[src/rtl/cpu_pkg.sv]
// Shared CPU definitions: instruction width, fetch FSM states and
// constants common to the fetch and decode stages.
package cpu_pkg;

  localparam int INSTR_W = 16;

  localparam logic [INSTR_W-1:0] BUBBLE_INSTR_DEF = 16'h0000;
  localparam logic [3:0]         HLT_OPCODE       = 4'hF;

  typedef enum logic [2:0] {
    S_IDLE,
    S_REQ,
    S_WAIT,
    S_HOLD,
    S_HALT
  } fetch_state_t;

endpackage

[src/rtl/cla_16bit.sv]
// 16-bit adder built from four 4-bit carry-lookahead groups.
// Group carries ripple from one group to the next.
module cla_16bit (
  input  logic [15:0] i_a,
  input  logic [15:0] i_b,
  input  logic        i_cin,
  output logic [15:0] o_sum,
  output logic        o_cout
);

  logic [4:0] w_gc;

  assign w_gc[0] = i_cin;
  assign o_cout  = w_gc[4];

  for (genvar k = 0; k < 4; k++) begin : g_grp
    logic [3:0] w_g, w_p, w_c;
    logic       w_ci;

    assign w_g  = i_a[4*k +: 4] & i_b[4*k +: 4];
    assign w_p  = i_a[4*k +: 4] ^ i_b[4*k +: 4];
    assign w_ci = w_gc[k];

    assign w_c[0] = w_ci;
    assign w_c[1] = w_g[0] | (w_p[0] & w_ci);
    assign w_c[2] = w_g[1] | (w_p[1] & w_g[0]) | (w_p[1] & w_p[0] & w_ci);
    assign w_c[3] = w_g[2] | (w_p[2] & w_g[1]) | (w_p[2] & w_p[1] & w_g[0])
                  | (w_p[2] & w_p[1] & w_p[0] & w_ci);

    assign w_gc[k+1] = w_g[3] | (w_p[3] & w_g[2]) | (w_p[3] & w_p[2] & w_g[1])
                     | (w_p[3] & w_p[2] & w_p[1] & w_g[0])
                     | (&w_p & w_ci);

    assign o_sum[4*k +: 4] = w_p ^ w_c;
  end

endmodule

[src/rtl/fetch_unit.sv]
// Instruction-fetch stage: owns the PC, issues one-outstanding imem requests
// and fills the IF/ID register through a one-entry skid buffer.
module fetch_unit
  import cpu_pkg::*;
#(
  parameter logic [INSTR_W-1:0] RESET_PC     = 16'h0000,
  parameter logic [INSTR_W-1:0] BUBBLE_INSTR = BUBBLE_INSTR_DEF
) (
  input  logic               clk,
  input  logic               rst_n,
  output logic               imem_req,
  output logic [INSTR_W-1:0] imem_addr,
  input  logic [INSTR_W-1:0] imem_rdata,
  input  logic               imem_valid,
  input  logic               stall,
  input  logic               redirect,
  input  logic [INSTR_W-1:0] redirect_pc,
  input  logic               hlt,
  output logic [INSTR_W-1:0] pc_output,
  output logic [INSTR_W-1:0] if_id_instr,
  output logic [INSTR_W-1:0] if_id_pc_inc,
  output logic               if_id_valid,
  output logic               halted
);

  fetch_state_t       r_state;
  logic [INSTR_W-1:0] r_pc;
  logic [INSTR_W-1:0] r_instr;
  logic [INSTR_W-1:0] r_pc_inc;
  logic               r_valid;
  logic [INSTR_W-1:0] r_skid_instr;
  logic [INSTR_W-1:0] r_skid_pc_inc;
  logic               r_squash;
  logic               r_req;
  logic               r_halted;

  logic [INSTR_W-1:0] w_pc_inc;
  logic               w_unused_cout;
  logic               w_slot_free;
  logic               w_consume;

  // PC+2 wraps naturally; the carry out is irrelevant.
  cla_16bit u_pc_add (
    .i_a    (r_pc),
    .i_b    (16'h0002),
    .i_cin  (1'b0),
    .o_sum  (w_pc_inc),
    .o_cout (w_unused_cout)
  );

  assign w_slot_free = !r_valid || !stall;
  assign w_consume   = r_valid && !stall;

  always_ff @(posedge clk or negedge rst_n) begin
    if (!rst_n) begin
      r_state       <= S_IDLE;
      r_pc          <= RESET_PC;
      r_instr       <= BUBBLE_INSTR;
      r_pc_inc      <= '0;
      r_valid       <= 1'b0;
      r_skid_instr  <= '0;
      r_skid_pc_inc <= '0;
      r_squash      <= 1'b0;
      r_req         <= 1'b0;
      r_halted      <= 1'b0;
    end else if (r_state != S_HALT) begin
      if (hlt && r_valid) begin
        r_state  <= S_HALT;
        r_halted <= 1'b1;
        r_req    <= 1'b0;
      end else begin
        r_req <= 1'b0;
        if (w_consume) begin
          r_valid <= 1'b0;
          r_instr <= BUBBLE_INSTR;
        end
        if (redirect) begin
          r_pc    <= redirect_pc;
          r_valid <= 1'b0;
          r_instr <= BUBBLE_INSTR;
          // An in-flight request with no response yet must be dropped on arrival.
          if (r_state == S_WAIT && !imem_valid) begin
            r_squash <= 1'b1;
          end else begin
            r_squash <= 1'b0;
            r_state  <= S_REQ;
            r_req    <= 1'b1;
          end
        end else begin
          case (r_state)
            S_IDLE: begin
              r_state <= S_REQ;
              r_req   <= 1'b1;
            end
            S_REQ: r_state <= S_WAIT;
            S_WAIT: begin
              if (imem_valid) begin
                if (r_squash) begin
                  r_squash <= 1'b0;
                  r_state  <= S_REQ;
                  r_req    <= 1'b1;
                end else if (w_slot_free) begin
                  r_valid  <= 1'b1;
                  r_instr  <= imem_rdata;
                  r_pc_inc <= w_pc_inc;
                  r_pc     <= w_pc_inc;
                  r_state  <= S_REQ;
                  r_req    <= 1'b1;
                end else begin
                  r_skid_instr  <= imem_rdata;
                  r_skid_pc_inc <= w_pc_inc;
                  r_pc          <= w_pc_inc;
                  r_state       <= S_HOLD;
                end
              end
            end
            S_HOLD: begin
              if (!stall) begin
                r_valid  <= 1'b1;
                r_instr  <= r_skid_instr;
                r_pc_inc <= r_skid_pc_inc;
                r_state  <= S_REQ;
                r_req    <= 1'b1;
              end
            end
            default: r_state <= S_IDLE;
          endcase
        end
      end
    end
  end

  assign imem_req     = r_req;
  assign imem_addr    = r_pc;
  assign pc_output    = r_pc;
  assign if_id_instr  = r_instr;
  assign if_id_pc_inc = r_pc_inc;
  assign if_id_valid  = r_valid;
  assign halted       = r_halted;

endmodule

[config.mk]
export PLATFORM = sky130hd
export DESIGN_NAME = fetch_unit
export DESIGN_NICKNAME = d
export VERILOG_FILES = /design/src/rtl/cpu_pkg.sv /design/src/rtl/cla_16bit.sv /design/src/rtl/fetch_unit.sv
export SDC_FILE = /design/constraint.sdc
export NUM_CORES = 1
export LEC_CHECK = 0
export ABC_AREA = 1
export ABC_CLOCK_PERIOD_IN_PS = 2500
export CORE_ASPECT_RATIO = 0.5
export CORE_MARGIN = 4
export CORE_UTILIZATION = 55
export CTS_CLUSTER_SIZE = 40
export DETAILED_ROUTE_END_ITERATION = 7
export DONT_BUFFER_PORTS = 1
export PLACE_DENSITY = 0.7
export SETUP_SLACK_MARGIN = 0.05
export SKIP_LAST_GASP = 1
export SYNTH_ARGS = -nofsm -noshare
export SYNTH_HDL_FRONTEND = slang
export SYNTH_SLANG_ARGS = --single-unit
[constraint.sdc]
create_clock -name clk -period 2.5 [get_ports clk]
set_input_delay 0.375 -clock clk [delete_from_list [all_inputs] [get_ports clk]]
set_output_delay 0.375 -clock clk [all_outputs]
set_load 0.01 [all_outputs]
==> flow_results.org, run 1 <==
** Outcome
- The run finished with clean final reports.

** Setup path
- The critical path is of the register to register type.
- Reg2Reg Depth :: 10
- The worst register-to-register path begins at imem_addr[4]$_DFFE_PN0P_.
- Data arrives at the worst endpoint at between 2 and 2.5 ns.
- Of all nets on the critical path, the largest fanout is 5.
- Crit path max-delay family :: simple AND/OR/NAND/NOR gates
- Counting both buffers and inverters, the worst setup path holds a total of 1.
- In this run the worst setup path begins at imem_addr[4]$_DFFE_PN0P_.
- The worst register-to-register path ends at imem_addr[13]$_DFFE_PN0P_.
- The signal on the critical path passes through nand2_1, nor2_1, nand2_1, inv_1, nand2_1, nor3_1, ha_1, xor2_1, a21boi_0, o21ai_2.
- The largest individual stage delay along the critical path comes from the cell sky130_fd_sc_hd__dfrtp_1.
- FF-to-FF setup slack :: around 0.37 ns
- The worst setup path is launched from a register.
- In this design, the stage delay of the slowest critical-path cell is 0.50 ns.
- Cell occurring most often along the worst timing path :: sky130_fd_sc_hd__nand2_1
- Crit. End Element :: register
- For the worst setup path, the data required time is between 2 and 3 ns.

** GRT
- Met2 Use GR :: a little over two fifths
- Summed over all layers, the global routing overflow is 0.
- Entering global routing, the biggest net connects 88 pins.
- Global-route layer with the greatest usage :: met2
- Global routing used between 20% and 30% of the available tracks across all layers.
- Global-route wire length before repair :: ~20000 microns
- In the global route stage, met3 resource usage came out at about 6.9%.
- Routing usage on met1 :: 28.7%
- The via count of the first global-routing pass came to 4185.
- Antenna violations before repair :: 0

** Final layout
- Leaving out fill and tap cells, the most frequent cells in the layout are 269 x sky130_fd_sc_hd__nand2_1, 87 x sky130_fd_sc_hd__dfrtp_1, 52 x sky130_fd_sc_hd__inv_1.
- Summing all multi-input logic gate instances after layout gives approximately 0.0022 sq mm.
- Net count reported at finish :: approximately 700
- Fill cells :: around 750
- In the final layout, flip-flops and latches occupy around 0.0022 sq mm.
- The library cell used most frequently in the layout, excluding fill and tap cells, is sky130_fd_sc_hd__nand2_1.
- Count of non-filler cells in the finished layout :: between 700 and 800
- Design area :: about 0.0051 sq mm
- Ant diodes :: 0
- The area growth from synthesis to layout is 6.26%.
- The post-route netlist has 7.78% of its cells at a drive strength greater than 1.

** Die
- Die Footprint :: approximately 0.010 sq mm
- DIE HEIGHT :: approximately 74 microns
- The floorplan has 23 rows.
- Number of top-level pins :: between 100 and 150
- In this run the horizontal extent of the chip is around 140 microns.
- The floorplan step defined a core boundary enclosing around 0.0083 sq mm.
- For this configuration, the core starts out at a cell density of between 50 and 60%.

** Timing
- Total count of hold-check failures in the final report :: 0
- Final Max Slew Viols :: 0
- Portion of the clock cycle consumed by the worst path in the final layout :: ~85%
- Hold is met by 0.150 ns.
- The worst path needs around 2.1 ns of the cycle, external delays included.
- Slew at the pin with the worst max-slew slack :: 0.694 ns
- Summed negative setup slack over all endpoints :: 0 ns
- Worst clock skew on the final layout :: ~0.0047 ns
- Setup repair after global routing left no endpoint under its margin.
- Measured against its own limit, the worst slew margin works out to 53.7%.
- Based on the critical path, the design can be clocked at up to between 400 and 500 MHz.
- Setup-violating endpoint count in the final report :: 0
- Final worst setup slack :: approximately 0.37 ns

** Placement
- Dpl cells :: 737
- At the end of routability-driven placement, the weighted congestion stood at 0.873.
- Post-Place Cell Area :: about 0.0048 sq mm
- Pre-CTS setup slack :: approximately 0.38 ns
- Hpwl dp :: ~8000 microns
- Buffers placed on the I/O ports in this run total 0.

** Logic synthesis
- Fraction of the yosys area taken by sequential cells :: 45.0%
- The largest total area in the synthesized netlist belongs to sky130_fd_sc_hd__dfrtp_1.
- Synth unique cells :: 32
- Area contributors post-synth :: sky130_fd_sc_hd__dfrtp_1 45%, sky130_fd_sc_hd__nand2_1 21%, sky130_fd_sc_hd__nand3_1 4.4%
- The number of nets handed over by synthesis was 702.
- Post-Synthesis Cells :: 660
- Warning count from the yosys run :: 0
- Synthesis inferred slightly below 90 register bits.
- Area of the mapped netlist :: 0.00484 sq mm
- Mean area per synthesized cell :: approximately 7.3 sq um
- The synthesized design devotes to its leading area cell type between 40% and 50% of total area.

** Hold path
- The path with the worst hold slack has its endpoint at r_skid_instr[11]$_DFFE_PN0P_.
- Worst min path class :: input pin to register
- Hold Path Stages :: 2
- The worst hold path begins at imem_rdata[11].

** Clock tree
- Clock latency at the later pin of the worst-skew pair :: 0.34 ns
- Inserted Clock Buffers :: 9
- The H-tree was split into 3 levels.
- After clock tree synthesis, the clock-pin slew on the worst setup and hold paths is 0.07 ns.
- In this run, post-CTS repair resized a total of 0 instances.
- The root buffer cell chosen for the clock tree is sky130_fd_sc_hd__clkbuf_16.
- TritonCTS built the clock tree.
- Clock tree synthesis found a total of 87 sinks.
- Buffer levels on the longest clock path :: 2

** Route
- Routed wire length per instance :: roughly 16 microns
- Across all layers, the routed design uses about 4200 vias.
- Post-detailed-routing wire length :: 11900 microns
- Before antenna repair, the detailed router went through 5 iterations.
- The first routing iteration left roughly 240 violations.
- Via/cell ratio :: 5.51
- Number of remaining DRC errors :: 0
- Count of nets left with antenna violations after detail routing :: 0

** Run
- Max-capacitance violation count :: 0

** Pwr
- Worst supply voltage drop on vdd :: a little over 600 uV
- For this design the ratio of total power to cell area is 1150 mW/mm^2.
- Pleak :: about 2.7 nW
==> per-stage QoR <==
stage / total power (W) / utilization, %
4_1_cts: 0.00596 / 62.0
2_1_floorplan: 0.00410 / -
5_1_grt: 0.00636 / 62.0
3_5_place_dp: 0.00444 / 57.7
3_3_place_gp: 0.00439 / 57.7
6_report: 0.00592 / 62.0
==> how the worst max path moves through the flow <==
stage | to | cells past startpoint | slack [ns]
floorplan | imem_addr[13]$_DFFE_PN0P_ | 10 | 0.54
global route | imem_addr[13]$_DFFE_PN0P_ | 10 | 0.17
detailed placement | imem_addr[13]$_DFFE_PN0P_ | 10 | 0.38
global placement | imem_addr[13]$_DFFE_PN0P_ | 10 | 0.49
finish | imem_addr[13]$_DFFE_PN0P_ | 10 | 0.37
CTS | imem_addr[13]$_DFFE_PN0P_ | 10 | 0.36
==> metal layers <==
layer / part of all wire, % / routed length, microns
met5: 0 / 0
met4: 1.6 / 187
met3: 6.9 / 822
met2: 48 / 5690
met1: 44 / 5200
==> cell type report <==
type	instances	share of cell area [%]
Clock inverter	6	1.82
Inverter	58	4.23
Timing Repair Buffer	14	2.48
Multi-Input combinational cell	468	41.9
Clock buffer	10	4.45
Sequential cell	87	42.3
Tap cell	112	2.73
==> cell usage after synthesis (all sizes together) <==
master  number
o21bai       2
ha           4
o32ai        1
buf         39
dfrtp       87
nand2      273
nor3         3
nand3       44
xor2         4
o211ai      11
nor2        27
a21oi       28
clkbuf       8
inv         58
nand4        7
o21ai       60
a21boi       4
==> report_power, final <==
group	leakage, nW	switching, W	internal [W]
Combinational	1.42	0.00125	0.000622
Clock	0.153	0.000584	0.000883
Sequential	1.10	0.000699	0.00188
==> cell families after synthesis <==
| logic type | synth area share, % |
|---|---|
| buffers and inverters | 10.4 |
| adder cells (fa/ha/maj) | 1.03 |
| XOR/XNOR | 0.724 |
| AND/OR/NAND/NOR | 30.6 |
| flip-flops | 45.0 |
| AO/OA/AOI/OAI | 12.2 |
==> timing repair <==
action / 4_1_cts / 5_1_grt
endpoints found under the hold margin: 87 / 0
setup endpoints to repair: 0 / 0
hold buffers: 2 / 0
buffers inserted: 0 / 0
==> flip-flops by register name (all words and copies together) (netlist names) <==
name / cells
imem_addr: 16
if_id_pc_inc: 16
if_id_instr: 16
r_squash: 1
halted: 1
r_state: 3
r_skid_pc_inc: 16
if_id_valid: 1
imem_req: 1
r_skid_instr: 16
Power figures use the tool's default switching activity.
==> run 2: changes to the inputs <==
--- a/config.mk
+++ b/config.mk
@@ -9,13 +9,11 @@
 export ABC_CLOCK_PERIOD_IN_PS = 2500
 export CORE_ASPECT_RATIO = 0.5
 export CORE_MARGIN = 4
-export CORE_UTILIZATION = 55
+export CORE_UTILIZATION = 51
 export CTS_CLUSTER_SIZE = 40
 export DETAILED_ROUTE_END_ITERATION = 7
-export DONT_BUFFER_PORTS = 1
-export PLACE_DENSITY = 0.7
+export PLACE_DENSITY = 0.8
 export SETUP_SLACK_MARGIN = 0.05
-export SKIP_LAST_GASP = 1
 export SYNTH_ARGS = -nofsm -noshare
 export SYNTH_HDL_FRONTEND = slang
 export SYNTH_SLANG_ARGS = --single-unit
==> run 2 against run 1 <==
Via count increased by 11%. First-iteration DRC count increased by 34%. Die area increased by 7.2%. Final cell count rose by 15%. Power up 12%. Largest cell class unchanged. Highest routed layer unchanged.
==> flow_results.org, run 2 (synthesized netlist as in run 1, its figures left out) <==
** Die
- Row count :: 24
- Die Width :: ~150 microns
- The initial utilization of the core area, before any placement, comes to between 50% and 60%.
- DIE HEIGHT :: just under 80 microns
- The die covers roughly 0.011 sq mm.
- Core footprint :: 0.00898 sq mm
- For this design the top-level I/O count stands at around 110.

** Clock tree
- Buffers inserted by post-CTS timing repair :: 0
- Buffer levels on the longest clock path :: 2
- The H-tree was split into 3 levels.
- After clock tree synthesis, the clock-pin slew on the worst setup and hold paths is 0.06 ns.
- Inserted Clock Buffers :: 9
- Clock tree root driver cell :: sky130_fd_sc_hd__clkbuf_16
- Clock latency at the later pin of the worst-skew pair :: between 0.3 and 0.4 ns
- CTS tree :: yes
- The tree built by TritonCTS fans out to 87 sinks.

** Run
- Max-capacitance violation count :: 0

** Final layout
- Net count reported at finish :: 786
- Synthesis-to-finish area growth :: 27.0%
- Fraction of final layout cells sized beyond drive strength 1 :: 7.21%
- Commonest non-fill, non-tap cell in the layout :: sky130_fd_sc_hd__nand2_1
- Ant diodes :: 0
- Leading cell types in the layout, fill and taps excluded :: 269 x sky130_fd_sc_hd__nand2_1, 103 x sky130_fd_sc_hd__clkdlybuf4s50_1, 87 x sky130_fd_sc_hd__dfrtp_1
- The layout has 760 filler cells.

** Timing
- Maximum clock frequency :: ~460 MHz
- Clock skew on the completed layout was measured at about 0.0075 ns.
- Total count of hold-check failures in the final report :: 0
- Clock period minus worst slack :: roughly 2.2 ns
- Worst hold-check slack :: between 0.4 and 0.5 ns
- Final Max Slew Viols :: 0
- Setup repair after global routing left no endpoint under its margin.
- Portion of the clock cycle consumed by the worst path in the final layout :: 87.6%
- After routing, the total negative slack on setup checks comes to 0 ns.
- Setup violations remaining at the end of the flow were counted as 0.
- Slew at the pin with the worst max-slew slack :: between 0.6 and 0.7 ns
- Relative slew margins :: 54.4%

** Route
- Via/cell ratio :: 5.33
- For this run, design rule violations remaining after detail routing come to 0.
- After detailed routing, the average wire length per cell comes to 14.5 microns.
- For this run, the detailed router's first-pass iteration total came to 5.
- The final layout contains routed wiring with a total length of 12600 microns.
- The routed layout has about 4600 vias.
- After the first detailed-routing iteration, the DRC count stood at 325.
- In this run the remaining antenna-violating nets after routing total 0.

** GRT
- Gr ovfl total :: 0
- Entering global routing, the biggest net connects ~50 pins.
- Global-route wire length before repair :: roughly 21000 microns
- Global routing used 4.83% of the available met3 tracks.
- The number of antenna violations at the first check in global routing was 0.
- The via count of the first global-routing pass was between 4000 and 5000.
- Global routing consumed, on the met1 layer, between 20% and 30% of the routing resources.
- The layer flagged by global routing as most heavily used is met2.
- In the global route stage, met2 resource usage came out at between 30% and 40%.
- In the global route stage, overall resource usage came out at 23.0%.

** Setup path
- Worst EP arrival :: 2.46 ns
- In this run the worst setup path begins at imem_addr[5]$_DFFE_PN0P_.
- Category of the critical setup timing path :: register to register
- In this run the critical register-to-register path is launched from imem_addr[5]$_DFFE_PN0P_.
- Along the worst path, the maximum fanout reaches 5.
- Crit. End Element :: register
- STA classifies the critical path startpoint as a register.
- Critical path data required time :: about 2.8 ns
- FF-to-FF setup slack :: ~0.31 ns

** Placement
- Routability-driven placement finished with a final weighted congestion of 0.915.
- Port bufs :: 104
- Hpwl dp :: ~9000 microns

** Pwr
- The design draws between 0.006 and 0.007 W.
- Power density relative to cell area :: ~1100 mW/mm^2
- In this run the static leakage power is roughly 3 nW.
- Worst supply voltage drop on vdd :: approximately 500 uV

** Outcome
- Outcome :: finished clean

** Hold path
- In this run the worst hold path is classified as input pin to async pin.
## run 2: cell count changes in the layout (fill, tap and decap cells not counted)
cell / change
sky130_fd_sc_hd__buf_4: +3
sky130_fd_sc_hd__clkinv_2: +2
sky130_fd_sc_hd__nor2_1: -1
sky130_fd_sc_hd__buf_12: +1
sky130_fd_sc_hd__clkinv_4: -1
sky130_fd_sc_hd__bufinv_16: -2
sky130_fd_sc_hd__inv_6: +1
sky130_fd_sc_hd__buf_16: -1
sky130_fd_sc_hd__clkdlybuf4s50_1: +103
sky130_fd_sc_hd__nor2_2: +1
## run 2: final cells by class
class,instances,area [sq um],area share [%]
sequential,87,2180,35.4
multi-input combinational,468,2160,35.1
timing repair buffer,120,1170,19.1
clock buffer,10,229,3.72
inverter,58,218,3.54
tap,117,146,2.38
clock inverter,6,43.8,0.712
## run 2: metrics by stage
stage | instance area [sq um] | cells | util (%) | setup WS, ns
final | 6150 | 866 | 68.5 | 0.309
after global routing | 6150 | 866 | 68.5 | 0.0831
after CTS | 6140 | 866 | 68.4 | 0.262
after detailed placement | 5860 | 849 | 65.3 | 0.288
after global placement | 5860 | 849 | 65.3 | 0.428
after floorplan | 4840 | 660 | - | 0.538
## run 2: final timing paths
check,end,cells past startpoint
min,if_id_instr[7]$_DFFE_PN0N_,2
max in group asynchronous,imem_addr[8]$_DFFE_PN0P_,3
max reg2reg,imem_addr[13]$_DFFE_PN0P_,10
min in group clk,if_id_pc_inc[14]$_DFFE_PN0P_,2
min reg2reg,if_id_pc_inc[14]$_DFFE_PN0P_,2
max,imem_addr[13]$_DFFE_PN0P_,10
## run 2: power breakdown
part	total, W	switching (W)	leakage (nW)	internal (W)
registers	0.00234	0.000454	1.10	0.00188
clock network	0.00125	0.000572	0.133	0.000679
logic	0.00305	0.00164	1.82	0.00141
## run 2: what timing repair did
action	in CTS	in global routing
gates resized for setup	0	1
hold buffers	1	0
setup endpoints to repair	0	2
hold endpoints to repair	19	0
## run 2: per-layer routing
metal	wire, microns	part of all wire [%]
met5	0	0
met4	192	1.5
met3	705	5.6
met2	6030	48
met1	5660	45
## run 2: critical path: stages, from the launching register on
cell	delay, ns
sky130_fd_sc_hd__dfrtp_1	0.43
sky130_fd_sc_hd__nand2_1	0.13
sky130_fd_sc_hd__nor2_2	0.18
sky130_fd_sc_hd__nand2_1	0.14
sky130_fd_sc_hd__inv_1	0.18
sky130_fd_sc_hd__nand2_1	0.09
sky130_fd_sc_hd__nor3_1	0.21
sky130_fd_sc_hd__ha_1	0.22
sky130_fd_sc_hd__xor2_1	0.24
sky130_fd_sc_hd__a21boi_0	0.16
sky130_fd_sc_hd__o21ai_2	0.14
==> run 3: changes to the inputs <==
--- a/config.mk
+++ b/config.mk
@@ -6,13 +6,14 @@
 export NUM_CORES = 1
 export LEC_CHECK = 0
 export ABC_AREA = 1
-export ABC_CLOCK_PERIOD_IN_PS = 2500
+export ABC_CLOCK_PERIOD_IN_PS = 2750
 export CORE_ASPECT_RATIO = 0.5
 export CORE_MARGIN = 4
-export CORE_UTILIZATION = 51
+export CORE_UTILIZATION = 55
 export CTS_CLUSTER_SIZE = 40
 export DETAILED_ROUTE_END_ITERATION = 7
-export PLACE_DENSITY = 0.8
+export MAX_ROUTING_LAYER = met4
+export PLACE_DENSITY = 0.86
 export SETUP_SLACK_MARGIN = 0.05
 export SYNTH_ARGS = -nofsm -noshare
 export SYNTH_HDL_FRONTEND = slang
==> constraint.sdc (replaced) <==
create_clock -name clk -period 2.75 [get_ports clk]
set_input_delay 0.4125 -clock clk [delete_from_list [all_inputs] [get_ports clk]]
set_output_delay 0.4125 -clock clk [all_outputs]
set_load 0.01 [all_outputs]
==> run 3 against run 2 <==
Sequential power down 9.0%. Via count up 0.17%. Flip-flop and latch count unchanged. Final area down 0.22%. Highest routed layer unchanged. Power down 7.5%. Register-to-register slack better by 0.03 ns. Clock power about the same. Core utilization up 5.5 points. Maximum frequency down 9.2%. Final cell count down 1.2%. Hold slack worse by 0.39 ns. Critical endpoint unchanged.
==> flow_results.org, run 3 (synthesized netlist as in run 1, its figures left out) <==
** Timing
- Across all hold checks on the routed design, the worst slack comes to ~0.076 ns.
- Slew at the pin with the worst max-slew slack :: about 0.69 ns
- Setup violations remaining at the end of the flow were counted as 0.
- For this run, the top clock speed supported by timing is 414 MHz.
- Worst clock skew on the final layout :: approximately 0.0058 ns
- Summed negative setup slack over all endpoints :: 0 ns
- Unrepaired setup endpoints after global routing :: false
- Portion of the clock cycle consumed by the worst path in the final layout :: about 88%
- The count of final hold-check violations came to 0.
- Clock period minus worst slack :: roughly 2.4 ns
- Relative slew margins :: between 50 and 60%
- The count of pins over their slew limit came to 0.

** Placement
- Dpl cells :: between 800 and 900
- GP Congestion :: roughly 0.86
- The wire-length estimate of the detail-placed layout is ~8500 microns.
- Port bufs :: roughly 100

** Die
- The die covers 0.0105 sq mm.
- about 110 I/O pins were placed.
- DIE HEIGHT :: around 74 microns
- The initialized floorplan defines 23 standard-cell rows.
- After floorplanning, the core was sized to cover 0.00829 sq mm.
- Die Width :: between 100 and 150 microns
- Starting density of the core :: about three fifths

** Clock tree
- In this run the deepest clock path goes through 2 buffers.
- Total of hold buffers inserted after clock tree synthesis :: 0
- Clock latency at the later pin of the worst-skew pair :: ~0.34 ns
- The H-tree was split into 3 levels.
- Sinks on the clock net :: 87
- Clk slew on worst S/H paths :: roughly 0.06 ns
- Inserted Clock Buffers :: 9
- Buffers inserted by post-CTS timing repair :: 0
- Clock tree synthesis selected as its root buffer the cell sky130_fd_sc_hd__clkbuf_16.
- TritonCTS built the clock tree.
- Post-cts resize count :: 0

** Setup path
- FF-to-FF Start :: imem_addr[1]$_DFFE_PN0P_
- In this run the worst setup path terminates at imem_addr[13]$_DFFE_PN0P_.
- Tracing the worst setup path back leads to its startpoint at imem_addr[1]$_DFFE_PN0P_.
- Along the worst path, the maximum fanout reaches 8.
- Across all register-to-register paths, the minimum setup slack is 0.34 ns.
- For the worst setup path, the data required time is around 3.0 ns.
- Startpoint Class :: register
- Worst r2r dst :: imem_addr[13]$_DFFE_PN0P_
- The worst setup path is of the register to register kind.
- At the worst endpoint, the arrival time is 2.69 ns.
- Crit. End Element :: register
- Measured in cells, the most critical reg-to-reg path has a length of 10.

** Route
- After detailed routing, the average wire length per cell comes to 14.5 microns.
- Number of remaining DRC errors :: 0
- The count of nets left with antenna violations once routing finished came out at 0.
- Vias post-DR :: 4620
- The first TritonRoute pass finished after 5 iterations.
- 1st-iter DRT viols :: between 400 and 500
- After detailed routing, the total wire length is about 12000 microns.
- Via/cell ratio :: around 5.4

** Pwr
- In this run the power density over the cells is roughly 1000 mW/mm^2.
- Worst supply voltage drop on vdd :: 494 uV
- Pleak :: 3.04 nW

** GRT
- The total overflow left after global routing is 0.
- Global-route wire length before repair :: 21000 microns
- Global routing used between 30 and 40% of the available met1 tracks.
- Global-route layer with the greatest usage :: met2
- For this run, the total global-route usage over all layers was measured as between 20% and 30%.
- The number of antenna violations at the first check in global routing came to 0.
- Entering global routing, the biggest net connects between 80 and 90 pins.
- Met2 Use GR :: about 45%
- Number of global-route vias before repair :: about 4500
- Global routing consumed, on the met3 layer, around 5.4% of the routing resources.

** Final layout
- Fill cells :: ~660
- Once layout is complete, the cells apart from fillers number 856.
- Net count reported at finish :: 781
- Commonest non-fill, non-tap cell in the layout :: sky130_fd_sc_hd__nand2_1
- Fraction of final layout cells sized beyond drive strength 1 :: 6.72%
- In the layout the commonest cells are 269 x sky130_fd_sc_hd__nand2_1, 103 x sky130_fd_sc_hd__clkdlybuf4s50_1, 87 x sky130_fd_sc_hd__dfrtp_1.
- From synthesis to final layout, the design area changed by 26.7%.
- Ant diodes :: 0

** Outcome
- The flow ran to the end, and the final reports show no timing, DRC or antenna violations.

** Run
- Max-capacitance violation count :: 0

** Hold path
- Worst min path class :: input pin to async pin
## run 3: cell count changes in the layout (fill, tap and decap cells not counted)
cell / previous run / this run
sky130_fd_sc_hd__inv_6: 2 / 1
sky130_fd_sc_hd__dlygate4sd3_1: 1 / 0
sky130_fd_sc_hd__bufinv_16: 0 / 1
sky130_fd_sc_hd__nor2_1: 20 / 21
sky130_fd_sc_hd__clkbuf_8: 0 / 1
sky130_fd_sc_hd__clkinv_4: 1 / 2
sky130_fd_sc_hd__clkinv_2: 2 / 1
sky130_fd_sc_hd__nor2_2: 4 / 3
sky130_fd_sc_hd__buf_4: 15 / 11
sky130_fd_sc_hd__clkbuf_1: 1 / 0
## run 3: worst min-delay path by stage
| stage | end | from | slack, ns |
|---|---|---|---|
| final | if_id_instr[2]$_DFFE_PN0N_ | rst_n | 0.08 |
| after global routing | if_id_instr[3]$_DFFE_PN0N_ | rst_n | 0.14 |
| after CTS | if_id_instr[3]$_DFFE_PN0N_ | rst_n | 0.13 |
| after detailed placement | halted$_DFFE_PN0P_ | halted$_DFFE_PN0P_ | 0.46 |
| after global placement | if_id_instr[10]$_DFFE_PN0N_ | if_id_instr[10]$_DFFE_PN0N_ | 0.46 |
| after floorplan | halted$_DFFE_PN0P_ | rst_n | 0.12 |
## run 3: critical path, cell delays in order, from the launching register on
cell                       delay, ns
sky130_fd_sc_hd__dfrtp_1        0.50
sky130_fd_sc_hd__nand2_1        0.09
sky130_fd_sc_hd__nor2_1         0.34
sky130_fd_sc_hd__nand2_1        0.21
sky130_fd_sc_hd__inv_1          0.17
sky130_fd_sc_hd__nand2_1        0.10
sky130_fd_sc_hd__nor3_1         0.15
sky130_fd_sc_hd__ha_1           0.19
sky130_fd_sc_hd__xor2_1         0.27
sky130_fd_sc_hd__a21boi_0       0.17
sky130_fd_sc_hd__o21ai_2        0.15
## run 3: metal layers
layer / routed length [microns] / up-vias / part of all wire (%)
li1: - / 2242 / -
met1: 5280 / 2147 / 43
met2: 6020 / 199 / 49
met3: 847 / 32 / 6.8
met4: 259 / 0 / 2.1
met5: 0 / - / 0
## run 3: power by group
| group | switching, W | leakage (nW) | internal [W] |
|---|---|---|---|
| clock network | 0.000516 | 0.149 | 0.000733 |
| registers | 0.000417 | 1.10 | 0.00171 |
| logic | 0.00149 | 1.80 | 0.00127 |
## run 3: layout make-up
type	count	area (sq um)	share of cell area, %
Multi-Input combinational cell	468	2160	35.2
Tap cell	112	140	2.28
Clock inverter	6	68.8	1.12
Timing Repair Buffer	115	1130	18.5
Clock buffer	10	239	3.90
Sequential cell	87	2180	35.5
Inverter	58	218	3.55
## run 3: metrics by stage
step | total power [W] | util [%] | cell area, sq um | setup WS (ns)
final | 0.00614 | 74.0 | 6130 | 0.337
after global routing | 0.00657 | 74.0 | 6130 | 0.0706
after CTS | 0.00617 | 74.0 | 6130 | 0.314
after detailed placement | 0.00488 | 70.3 | 5830 | 0.306
after global placement | 0.00480 | 70.3 | 5830 | 0.402
after floorplan | 0.00372 | - | 4840 | 0.788
